<file path="config.mk">
export PLATFORM = sky130hd
export DESIGN_NAME = cpu_slave_cycle
export DESIGN_NICKNAME = d
export VERILOG_FILES = /design/src/rtl/cpu_slave_cycle.sv
export SDC_FILE = /design/constraint.sdc
export NUM_CORES = 1
export LEC_CHECK = 0
export CAP_MARGIN = 20
export CORE_ASPECT_RATIO = 1.2
export CORE_MARGIN = 2
export CORE_UTILIZATION = 42
export CTS_CLUSTER_DIAMETER = 30
export DETAILED_ROUTE_END_ITERATION = 8
export PLACE_DENSITY = 0.78
export SLEW_MARGIN = 25
export SYNTH_ARGS = -nofsm -noshare
export SYNTH_HDL_FRONTEND = slang
export SYNTH_SLANG_ARGS = --single-unit
</file>
<file path="constraint.sdc">
create_clock -name SCLK -period 5.3 [get_ports SCLK]
set_clock_uncertainty 0.05 [all_clocks]
set_input_delay 1.06 -clock SCLK [delete_from_list [all_inputs] [get_ports SCLK]]
set_output_delay 1.06 -clock SCLK [all_outputs]
set_load 0.02 [all_outputs]
</file>
<file path="src/rtl/cpu_slave_cycle.sv">
// CPU-side slave bus-cycle engine: synchronises 68030 strobes, issues one-cycle
// register read/write strobes and terminates each cycle with a 32-bit _DSACK.
module cpu_slave_cycle #(
  parameter int SYNC_STAGES = 2,
  parameter int WAIT_STATES = 1
) (
  input  logic        SCLK,
  input  logic        _RST,
  input  logic        _CS,
  input  logic        _AS,
  input  logic        _DS,
  input  logic        R_W,
  input  logic [4:0]  ADDR,
  input  logic        OWN,
  input  logic [31:0] DATA_IN,
  input  logic [31:0] REG_RDATA,
  output logic [4:0]  REG_ADDR,
  output logic        REG_WR,
  output logic        REG_RD,
  output logic [31:0] WDATA,
  output logic [31:0] DATA_OUT,
  output logic [1:0]  _DSACK,
  output logic        DATA_OE_,
  output logic        _LED_RD,
  output logic        _LED_WR,
  output logic        BUSY,
  output logic [2:0]  STATE_DBG
);

  typedef enum logic [2:0] {
    S_IDLE   = 3'd0,
    S_DECODE = 3'd1,
    S_WAIT   = 3'd2,
    S_XFER   = 3'd3,
    S_ACK    = 3'd4
  } state_t;

  localparam logic [2:0] WAIT_LOAD = (WAIT_STATES > 0) ? 3'(WAIT_STATES - 1) : 3'd0;

  state_t state, next_state;
  logic [SYNC_STAGES-1:0][3:0] sync_q;
  logic cs_s, as_s, ds_s, rw_s;
  logic start;
  logic rw_l;
  logic [2:0] wait_cnt;

  // Strobe synchronisers reset to the negated level so no cycle is seen out of reset.
  always_ff @(posedge SCLK or negedge _RST) begin
    if (!_RST) begin
      sync_q <= '1;
    end else begin
      sync_q[0] <= {_CS, _AS, _DS, R_W};
      for (int i = 1; i < SYNC_STAGES; i++) begin
        sync_q[i] <= sync_q[i-1];
      end
    end
  end

  assign {cs_s, as_s, ds_s, rw_s} = sync_q[SYNC_STAGES-1];
  assign start = ~cs_s & ~as_s & ~ds_s & ~OWN;

  always_ff @(posedge SCLK or negedge _RST) begin
    if (!_RST) begin
      state <= S_IDLE;
    end else begin
      state <= next_state;
    end
  end

  // Only _AS ends a cycle once decoded; _CS and OWN are not looked at again.
  always_comb begin
    next_state = state;
    case (state)
      S_IDLE:   if (start) next_state = S_DECODE;
      S_DECODE: begin
        if (as_s)                  next_state = S_IDLE;
        else if (WAIT_STATES == 0) next_state = S_XFER;
        else                       next_state = S_WAIT;
      end
      S_WAIT: begin
        if (as_s)               next_state = S_IDLE;
        else if (wait_cnt == 0) next_state = S_XFER;
      end
      S_XFER:   next_state = S_ACK;
      S_ACK:    if (as_s) next_state = S_IDLE;
      default:  next_state = S_IDLE;
    endcase
  end

  always_ff @(posedge SCLK or negedge _RST) begin
    if (!_RST) begin
      REG_ADDR <= '0;
      rw_l     <= 1'b0;
      wait_cnt <= '0;
      WDATA    <= '0;
      DATA_OUT <= '0;
      _DSACK   <= 2'b11;
    end else begin
      if (state == S_IDLE && start) begin
        REG_ADDR <= ADDR;
        rw_l     <= rw_s;
      end
      if (state == S_DECODE) begin
        wait_cnt <= WAIT_LOAD;
      end else if (state == S_WAIT && wait_cnt != 0) begin
        wait_cnt <= wait_cnt - 3'd1;
      end
      // Write data is captured on the edge entering XFER so it is valid alongside REG_WR.
      if (next_state == S_XFER && state != S_XFER && !rw_l) begin
        WDATA <= DATA_IN;
      end
      if (state == S_XFER && rw_l) begin
        DATA_OUT <= REG_RDATA;
      end
      _DSACK <= (next_state == S_ACK) ? 2'b00 : 2'b11;
    end
  end

  always_comb begin
    BUSY      = (state != S_IDLE);
    REG_WR    = (state == S_XFER) & ~rw_l;
    REG_RD    = (state == S_XFER) & rw_l;
    DATA_OE_  = ~(BUSY & rw_l);
    _LED_RD   = ~(BUSY & rw_l);
    _LED_WR   = ~(BUSY & ~rw_l);
    STATE_DBG = state;
  end

endmodule

</file>
==> flow_summary.html, run 1 <==
<table>
<tr><th>Metric</th><th>Value</th></tr>
<tr><th colspan="2">Status</th></tr>
<tr><td>Result of the run</td><td>finished clean</td></tr>
<tr><th colspan="2">Synthesis</th></tr>
<tr><td>Number of distinct standard cells referenced by the synthesized netlist</td><td>30</td></tr>
<tr><td>Mean cell area of the mapped netlist</td><td>16.7 um^2</td></tr>
<tr><td>Synth Net Count</td><td>282</td></tr>
<tr><td>Top area cells in the synthesized netlist</td><td>dfrtp_1, mux2_2, mux2_4, dfstp_2, buf_12</td></tr>
<tr><td>Synthesis Warnings</td><td>0</td></tr>
<tr><td>Ys flop type</td><td>dfrtp_1</td></tr>
<tr><td>Ys async rst share</td><td>100%</td></tr>
<tr><td>Fraction of post-synthesis cell area in the top cell type by area</td><td>55.9%</td></tr>
<tr><td>Post-synthesis instance total</td><td>204</td></tr>
<tr><td>Biggest area consumer among synthesized cells</td><td>dfrtp_1</td></tr>
<tr><td>#FFs+latches synth</td><td>85</td></tr>
<tr><td>Post-synth design cell area</td><td>3400 um^2</td></tr>
<tr><td>EDFF count, synth</td><td>0</td></tr>
<tr><td>Sequential area share after synthesis</td><td>62.9%</td></tr>
<tr><th colspan="2">Placement</th></tr>
<tr><td>Half-perimeter wire length after detailed placement</td><td>5500 um</td></tr>
<tr><td>DP Area</td><td>4960 um^2</td></tr>
<tr><td># port buffers</td><td>155</td></tr>
<tr><td>Worst slack at placement</td><td>2280 ps</td></tr>
<tr><td>Global placer's final weighted congestion</td><td>0.735</td></tr>
<tr><td>Number of cells after detailed placement</td><td>442</td></tr>
<tr><th colspan="2">Clocking</th></tr>
<tr><td>H-tree Lvls</td><td>3</td></tr>
<tr><td>Post-CTS Setup Repair Bufs</td><td>0</td></tr>
<tr><td>TritonCTS clock tree</td><td>built</td></tr>
<tr><td>Root buffer cell</td><td>clkbuf_8</td></tr>
<tr><td>Quantity of hold-fixing buffers added after cts</td><td>0</td></tr>
<tr><td>Clock latency on the worst-skew pair</td><td>330 ps</td></tr>
<tr><td>Sink count of the clock tree</td><td>85</td></tr>
<tr><td>Clock slew seen by the registers of the worst setup and hold paths</td><td>80 ps</td></tr>
<tr><td>Count of instances resized after the clock tree is built</td><td>0</td></tr>
<tr><td>Clock buffer count from CTS</td><td>9</td></tr>
<tr><td>Number of buffers on the longest clock path</td><td>2</td></tr>
<tr><th colspan="2">Route</th></tr>
<tr><td>DR DRC count</td><td>0</td></tr>
<tr><td>Vias per cell</td><td>4.77</td></tr>
<tr><td>DRT iter0 DRCs</td><td>70</td></tr>
<tr><td>Drt first pass iters</td><td>4</td></tr>
<tr><td>Via count</td><td>2,184</td></tr>
<tr><td>Detailed-route wire length per cell</td><td>16.5 um</td></tr>
<tr><td>Drt total wl</td><td>7560 um</td></tr>
<tr><td>Residual antenna-violating net count after detailed routing</td><td>0</td></tr>
<tr><th colspan="2">Setup path</th></tr>
<tr><td>Setup slack of the worst register-to-register path</td><td>3220 ps</td></tr>
<tr><td>Worst flop-to-flop path startpoint</td><td>STATE_DBG[1]$_DFF_PN0_</td></tr>
<tr><td>Data required time of the worst path</td><td>4190 ps</td></tr>
<tr><td>Crit path kind</td><td>reg -&gt; out</td></tr>
<tr><td>Largest driver fanout on the critical path</td><td>33</td></tr>
<tr><td>Data arrival time of the critical path</td><td>2270 ps</td></tr>
<tr><td>R2r worst-path depth</td><td>4</td></tr>
<tr><td>Critical R2R Capture</td><td>WDATA[14]$_DFFE_PN0P_</td></tr>
<tr><td>Kind of end point of the critical path</td><td>primary output</td></tr>
<tr><td>Startpoint Class</td><td>flop</td></tr>
<tr><th colspan="2">Die</th></tr>
<tr><td>Y dimension of the die</td><td>103 um</td></tr>
<tr><td>Horiz. Die Dim</td><td>86.2 um</td></tr>
<tr><td>Core area</td><td>7750 um^2</td></tr>
<tr><td>Initial core utilization</td><td>43.9%</td></tr>
<tr><td># rows</td><td>35</td></tr>
<tr><td>Die area</td><td>8840 um^2</td></tr>
<tr><td>IO Count</td><td>156</td></tr>
<tr><th colspan="2">Min path</th></tr>
<tr><td>Origin of the worst min-delay path</td><td>sync_q[0]$_DFF_PN1_</td></tr>
<tr><td>Worst hold path cell count</td><td>0</td></tr>
<tr><td>Hold Path Class</td><td>reg -&gt; reg</td></tr>
<tr><td>Worst Hold Path EP</td><td>rw_s$_DFF_PN1_</td></tr>
<tr><th colspan="2">STA</th></tr>
<tr><td>Number of hold violations in the final report</td><td>0</td></tr>
<tr><td>Max Fclk</td><td>0.296 GHz</td></tr>
<tr><td>Worst slew margin relative to its limit</td><td>50.1%</td></tr>
<tr><td>Setup ws final</td><td>1920 ps</td></tr>
<tr><td>Slew at the pin closest to its max-slew limit</td><td>748 ps</td></tr>
<tr><td>Count of endpoints failing setup in the final report</td><td>0</td></tr>
<tr><td>Clock period minus final worst setup slack</td><td>3380 ps</td></tr>
<tr><td>Final max-slew violation count</td><td>0</td></tr>
<tr><td>Period utilisation layout</td><td>63.8%</td></tr>
<tr><td>Setup_tns</td><td>0 ps</td></tr>
<tr><td>RSZ-0062 raised after global routing</td><td>false</td></tr>
<tr><th colspan="2">Global route</th></tr>
<tr><td>Initial antenna violation count</td><td>0</td></tr>
<tr><td>Aggregate global routing overflow</td><td>0</td></tr>
<tr><td>First-pass GRT wire length</td><td>12,000 um</td></tr>
<tr><td>Number of global-route vias before repair</td><td>2,406</td></tr>
<tr><td>Largest net degree at the start of global routing</td><td>86</td></tr>
<tr><td>Overall fraction of global-route tracks in use</td><td>17.8%</td></tr>
<tr><th colspan="2">Power and ir drop</th></tr>
<tr><td>LEAKAGE</td><td>2.29 nW</td></tr>
<tr><td>Worst-case vdd ir drop</td><td>0.000231 V</td></tr>
<tr><td>Power Dens Cells</td><td>367 nW/um^2</td></tr>
<tr><td>Sum of internal, switching and leakage power</td><td>1.91 mW</td></tr>
<tr><th colspan="2">Final layout</th></tr>
<tr><td>Synth-to-Final Area Change</td><td>52.9%</td></tr>
<tr><td>Final Instance Count excl. Fillers</td><td>458</td></tr>
<tr><td>Antenna diode count</td><td>0</td></tr>
<tr><td>Final net count</td><td>439</td></tr>
<tr><td>Post-route cell area</td><td>5200 um^2</td></tr>
<tr><td>Fraction of final layout cells sized beyond drive strength 1</td><td>27.3%</td></tr>
<tr><th colspan="2">Job</th></tr>
<tr><td>Max capacitance violation total</td><td>0</td></tr>
</table>
-- cells by family (layout without fill, tap and decap cells) --
family,Yosys count,count (layout),share of synthesized area [%]
AND/OR/NAND/NOR,20,20,3.53
flip-flops,85,85,62.9
AO/OA/AOI/OAI,9,9,1.99
XOR/XNOR,1,1,0.257
buffers and inverters,16,178,3.86
adder cells (fa/ha/maj),2,2,0.735
multiplexers,71,71,26.8
-- state kept, by name, indices dropped and copies added (netlist names) --
signal,cells
DATA_OUT,32
WDATA,32
REG_ADDR,5
sync_q,4
STATE_DBG,3
wait_cnt,3
_DSACK,1
as_s,1
cs_s,1
ds_s,1
rw_l,1
rw_s,1
-- cells in the mapped netlist, types with 2 or more instances --
library cell	count
nand2_1	3
dfstp_2	9
mux2_4	30
buf_4	2
nand3_1	3
nor2_1	3
dfrtp_1	76
nor2b_1	2
buf_6	2
o21ai_0	3
inv_1	6
buf_12	3
a22o_1	2
nand2b_1	2
mux2_2	40
ha_1	2
clkbuf_1	3
-- per-stage QoR --
stage,hold slack [ps],utilization (%)
after floorplan,295,-
after global placement,297,64.1
after detailed placement,299,64.1
after CTS,301,67.0
after global routing,307,67.1
final,306,67.1
-- per-layer routing --
metal  track usage, %  share of wire (%)  up-vias
met5                0                  0        -
met4             7.20                1.6        0
met3             4.08                5.0        9
met2             31.1                 55       66
met1             21.2                 39     1093
li1                 -                  -     1016
-- final cells by class --
class / instances / area [um^2]
Clock buffer: 10 / 138
Fill cell: 594 / 2550
Clock inverter: 6 / 93.8
Timing Repair Buffer: 156 / 1560
Inverter: 6 / 22.5
Tap cell: 92 / 115
Multi-Input combinational cell: 103 / 1130
Sequential cell: 85 / 2140
-- cells in the final DEF, fill, tap and decap left out --
master           netlist  layout
clkbuf_8               0      10
mux2i_1                1       1
nand2_1                3       3
a21o_4                 1       1
nor4_1                 1       1
nand2b_1               2       2
o22ai_1                1       1
a22o_1                 2       2
dfrtp_1               76      76
mux2_2                40      40
o21ai_0                3       3
a21oi_1                1       1
buf_4                  2       1
nor2b_1                2       2
mux2_4                30      30
or2b_1                 1       1
clkinvlp_4             0       1
nand2b_4               1       1
or4_1                  1       1
clkdlybuf4s50_1        0     154
a32oi_1                1       1
and2_1                 1       1
bufinv_16              0       2
dfstp_2                9       9
or3_4                  1       1
nor2_1                 3       3
xnor2_1                1       1
nor3_1                 1       1
nand3_1                3       3
ha_1                   2       2
clkinv_4               0       2
inv_1                  6       6
buf_6                  2       1
inv_6                  0       1
-- how the worst max path moves through the flow --
stage	from	cells after the start	endpoint	slack [ps]
global placement	STATE_DBG[1]$_DFF_PN0_	5	REG_RD	2310
global route	STATE_DBG[1]$_DFF_PN0_	5	REG_RD	1770
floorplan	STATE_DBG[1]$_DFF_PN0_	4	REG_RD	2710
detailed placement	STATE_DBG[1]$_DFF_PN0_	5	REG_RD	2280
CTS	STATE_DBG[1]$_DFF_PN0_	5	REG_RD	1890
finish	STATE_DBG[1]$_DFF_PN0_	5	REG_RD	1920
-- critical path, cell delays in order, from the launching register on --
cell	delay (ps)
dfrtp_1	490
nor2b_1	330
nand3_1	120
buf_4	280
inv_1	100
clkdlybuf4s50_1	600
-- report_power, final --
part / switching (mW) / internal, mW / total (mW)
combinational: 0.234 / 0.337 / 0.570
clock: 0.236 / 0.282 / 0.517
sequential: 0.0647 / 0.755 / 0.820
total: 0.534 / 1.37 / 1.91
Note: power is estimated with default switching activity, not from simulation.
==> inputs of run 2 (changes only) <==
Settings changed: CORE_UTILIZATION 42 to 41, PLACE_DENSITY 0.78 to 0.77.
Clock period 5.3 ns to 3.4 ns, I/O delays scaled along.
==> run 2 against run 1 <==
Combinational power grew 55%. Sequential share of layout area barely moved. Core utilization fell by 3.0 points. Highest routed layer unchanged. Global-route usage shrank 0.43 points.
==> flow_summary.html, run 2 (same netlist as run 1, synthesis figures left out) <==
<table>
<tr><th>Metric</th><th>Value</th></tr>
<tr><th colspan="2">STA</th></tr>
<tr><td>Max Fclk</td><td>0.357 GHz</td></tr>
<tr><td>Setup_tns</td><td>0 ps</td></tr>
<tr><td>Worst slew margin relative to its limit</td><td>49.7%</td></tr>
<tr><td>Number of hold violations in the final report</td><td>0</td></tr>
<tr><td>Slew at the pin closest to its max-slew limit</td><td>755 ps</td></tr>
<tr><td>Setup ws final</td><td>596 ps</td></tr>
<tr><td>RSZ-0062 raised after global routing</td><td>false</td></tr>
<tr><td>Clock period minus final worst setup slack</td><td>2800 ps</td></tr>
<tr><td>Count of endpoints failing setup in the final report</td><td>0</td></tr>
<tr><td>Period utilisation layout</td><td>82.5%</td></tr>
<tr><td>Final max-slew violation count</td><td>0</td></tr>
<tr><th colspan="2">Clocking</th></tr>
<tr><td>H-tree Lvls</td><td>3</td></tr>
<tr><td>Root buffer cell</td><td>clkbuf_8</td></tr>
<tr><td>Clock latency on the worst-skew pair</td><td>350 ps</td></tr>
<tr><td>Post-CTS Setup Repair Bufs</td><td>0</td></tr>
<tr><td>TritonCTS clock tree</td><td>built</td></tr>
<tr><td>Sink count of the clock tree</td><td>85</td></tr>
<tr><td>Clock slew seen by the registers of the worst setup and hold paths</td><td>90 ps</td></tr>
<tr><td>Number of buffers on the longest clock path</td><td>2</td></tr>
<tr><td>Count of instances resized after the clock tree is built</td><td>0</td></tr>
<tr><td>Clock buffer count from CTS</td><td>9</td></tr>
<tr><td>Quantity of hold-fixing buffers added after cts</td><td>0</td></tr>
<tr><th colspan="2">Setup path</th></tr>
<tr><td>Kind of end point of the critical path</td><td>primary output</td></tr>
<tr><td>Largest driver fanout on the critical path</td><td>8</td></tr>
<tr><td>Data arrival time of the critical path</td><td>2070 ps</td></tr>
<tr><td>Data required time of the worst path</td><td>2670 ps</td></tr>
<tr><td>Cell with the largest stage delay on the worst path</td><td>clkdlybuf4s50_1</td></tr>
<tr><td>Startpoint Class</td><td>flop</td></tr>
<tr><td>Largest incremental delay on the critical path</td><td>640 ps</td></tr>
<tr><td>Crit path kind</td><td>reg -&gt; out</td></tr>
<tr><td>CP cell instances</td><td>nor2b_1 &gt; nand2_1 &gt; nor2_1 &gt; clkdlybuf4s50_1</td></tr>
<tr><th colspan="2">Die</th></tr>
<tr><td>Horiz. Die Dim</td><td>87.2 um</td></tr>
<tr><td>Initial core utilization</td><td>42.0%</td></tr>
<tr><td>Y dimension of the die</td><td>104 um</td></tr>
<tr><td>Core area</td><td>8110 um^2</td></tr>
<tr><td>IO Count</td><td>156</td></tr>
<tr><td>Die area</td><td>9050 um^2</td></tr>
<tr><td># rows</td><td>36</td></tr>
<tr><th colspan="2">Route</th></tr>
<tr><td>Detailed-route wire length per cell</td><td>15.9 um</td></tr>
<tr><td>DR DRC count</td><td>0</td></tr>
<tr><td>Drt total wl</td><td>7340 um</td></tr>
<tr><td>Vias per cell</td><td>4.73</td></tr>
<tr><td>Residual antenna-violating net count after detailed routing</td><td>0</td></tr>
<tr><td>Drt first pass iters</td><td>4</td></tr>
<tr><td>Via count</td><td>2,181</td></tr>
<tr><td>DRT iter0 DRCs</td><td>59</td></tr>
<tr><th colspan="2">Global route</th></tr>
<tr><td>Aggregate global routing overflow</td><td>0</td></tr>
<tr><td>Initial antenna violation count</td><td>0</td></tr>
<tr><td>Number of global-route vias before repair</td><td>2,387</td></tr>
<tr><td>Met3 track demand over resource in global routing</td><td>5.98%</td></tr>
<tr><td>Most Crowded Layer GR</td><td>met2</td></tr>
<tr><td>Met2 global-route usage</td><td>28.2%</td></tr>
<tr><td>First-pass GRT wire length</td><td>12,000 um</td></tr>
<tr><td>Met1 layer usage reported by global route</td><td>20.1%</td></tr>
<tr><td>Overall fraction of global-route tracks in use</td><td>17.4%</td></tr>
<tr><td>Largest net degree at the start of global routing</td><td>86</td></tr>
<tr><th colspan="2">Placement</th></tr>
<tr><td># port buffers</td><td>155</td></tr>
<tr><td>Half-perimeter wire length after detailed placement</td><td>5280 um</td></tr>
<tr><td>Global placer's final weighted congestion</td><td>0.747</td></tr>
<tr><td>Worst slack at placement</td><td>765 ps</td></tr>
<tr><td>DP Area</td><td>4970 um^2</td></tr>
<tr><th colspan="2">Min path</th></tr>
<tr><td>Hold Path Class</td><td>in -&gt; async</td></tr>
<tr><th colspan="2">Final layout</th></tr>
<tr><td>Synth-to-Final Area Change</td><td>52.7%</td></tr>
<tr><td>Final-layout fill cell count</td><td>638</td></tr>
<tr><td>Registers with the highest flip-flop counts</td><td>DATA_OUT x32, WDATA x32, REG_ADDR x5</td></tr>
<tr><td>Final net count</td><td>439</td></tr>
<tr><td>Fraction of final layout cells sized beyond drive strength 1</td><td>27.3%</td></tr>
<tr><td>Post-route cell area</td><td>5200 um^2</td></tr>
<tr><td>Most frequent cells in the layout</td><td>clkdlybuf4s50_1, dfrtp_1, mux2_2</td></tr>
<tr><td>Commonest non-fill, non-tap cell in the layout</td><td>clkdlybuf4s50_1</td></tr>
<tr><td>Antenna diode count</td><td>0</td></tr>
<tr><th colspan="2">Power and ir drop</th></tr>
<tr><td>Worst-case vdd ir drop</td><td>0.000344 V</td></tr>
<tr><td>LEAKAGE</td><td>2.28 nW</td></tr>
<tr><td>Power Dens Cells</td><td>566 nW/um^2</td></tr>
<tr><th colspan="2">Status</th></tr>
<tr><td>Result of the run</td><td>finished clean</td></tr>
<tr><th colspan="2">Job</th></tr>
<tr><td>Max capacitance violation total</td><td>0</td></tr>
</table>
run 2: cell types whose count changed in the layout (fill, tap and decap cells not counted), sizes merged:
cell / before / now
clkbuf: 10 / 9
clkinvlp: 1 / 3
inv: 7 / 6
run 2: path summary, 6_finish.rpt:
kind	from	to	slack (ps)	cells after the start
worst max-delay path	STATE_DBG[1]$_DFF_PN0_	REG_WR	600	4
worst min-delay path	_RST	DATA_OUT[11]$_DFFE_PN0P_	300	1
worst max register to register	STATE_DBG[1]$_DFF_PN0_	WDATA[13]$_DFFE_PN0P_	1310	4
worst min register to register	sync_q[2]$_DFF_PN1_	as_s$_DFF_PN1_	310	0
max in group asynchronous	_RST	WDATA[16]$_DFFE_PN0P_	2460	1
min in group SCLK	sync_q[2]$_DFF_PN1_	as_s$_DFF_PN1_	310	0
run 2: worst max-delay path, delay by kind of cell (launching register included):
kind	cells	cell delay (ps)
flip-flops	1	510
buffers and inverters	1	640
AND/OR/NAND/NOR	3	570
run 2: cell type report:
cell class	count	area, um^2	area share, %
Sequential cell	85	2140	41.2
Clock inverter	7	100	1.93
Clock buffer	9	124	2.38
Multi-Input combinational cell	103	1130	21.8
Tap cell	95	119	2.29
Inverter	6	22.5	0.433
Timing Repair Buffer	156	1560	30.0
run 2: per-layer routing:
layer | vias up | part of all wire [%]
li1 | 1017 | -
met1 | 1077 | 39
met2 | 75 | 52
met3 | 12 | 6.4
met4 | 0 | 2.5
met5 | - | 0
run 2: through the flow:
stage	power, mW	hold WS (ps)	utilization [%]	cells
2_1_floorplan	1.71	295	-	204
3_3_place_gp	2.17	297	61.3	445
4_1_cts	2.98	304	64.0	461
6_report	2.94	302	64.1	461
5_1_grt	3.08	316	64.1	461
3_5_place_dp	2.18	297	61.3	445
run 2: report_power, final:
part	total, mW	switching, mW	internal, mW
Combinational	0.881	0.357	0.525
Clock	0.783	0.368	0.416
Sequential	1.27	0.0979	1.18
Total	2.94	0.822	2.12
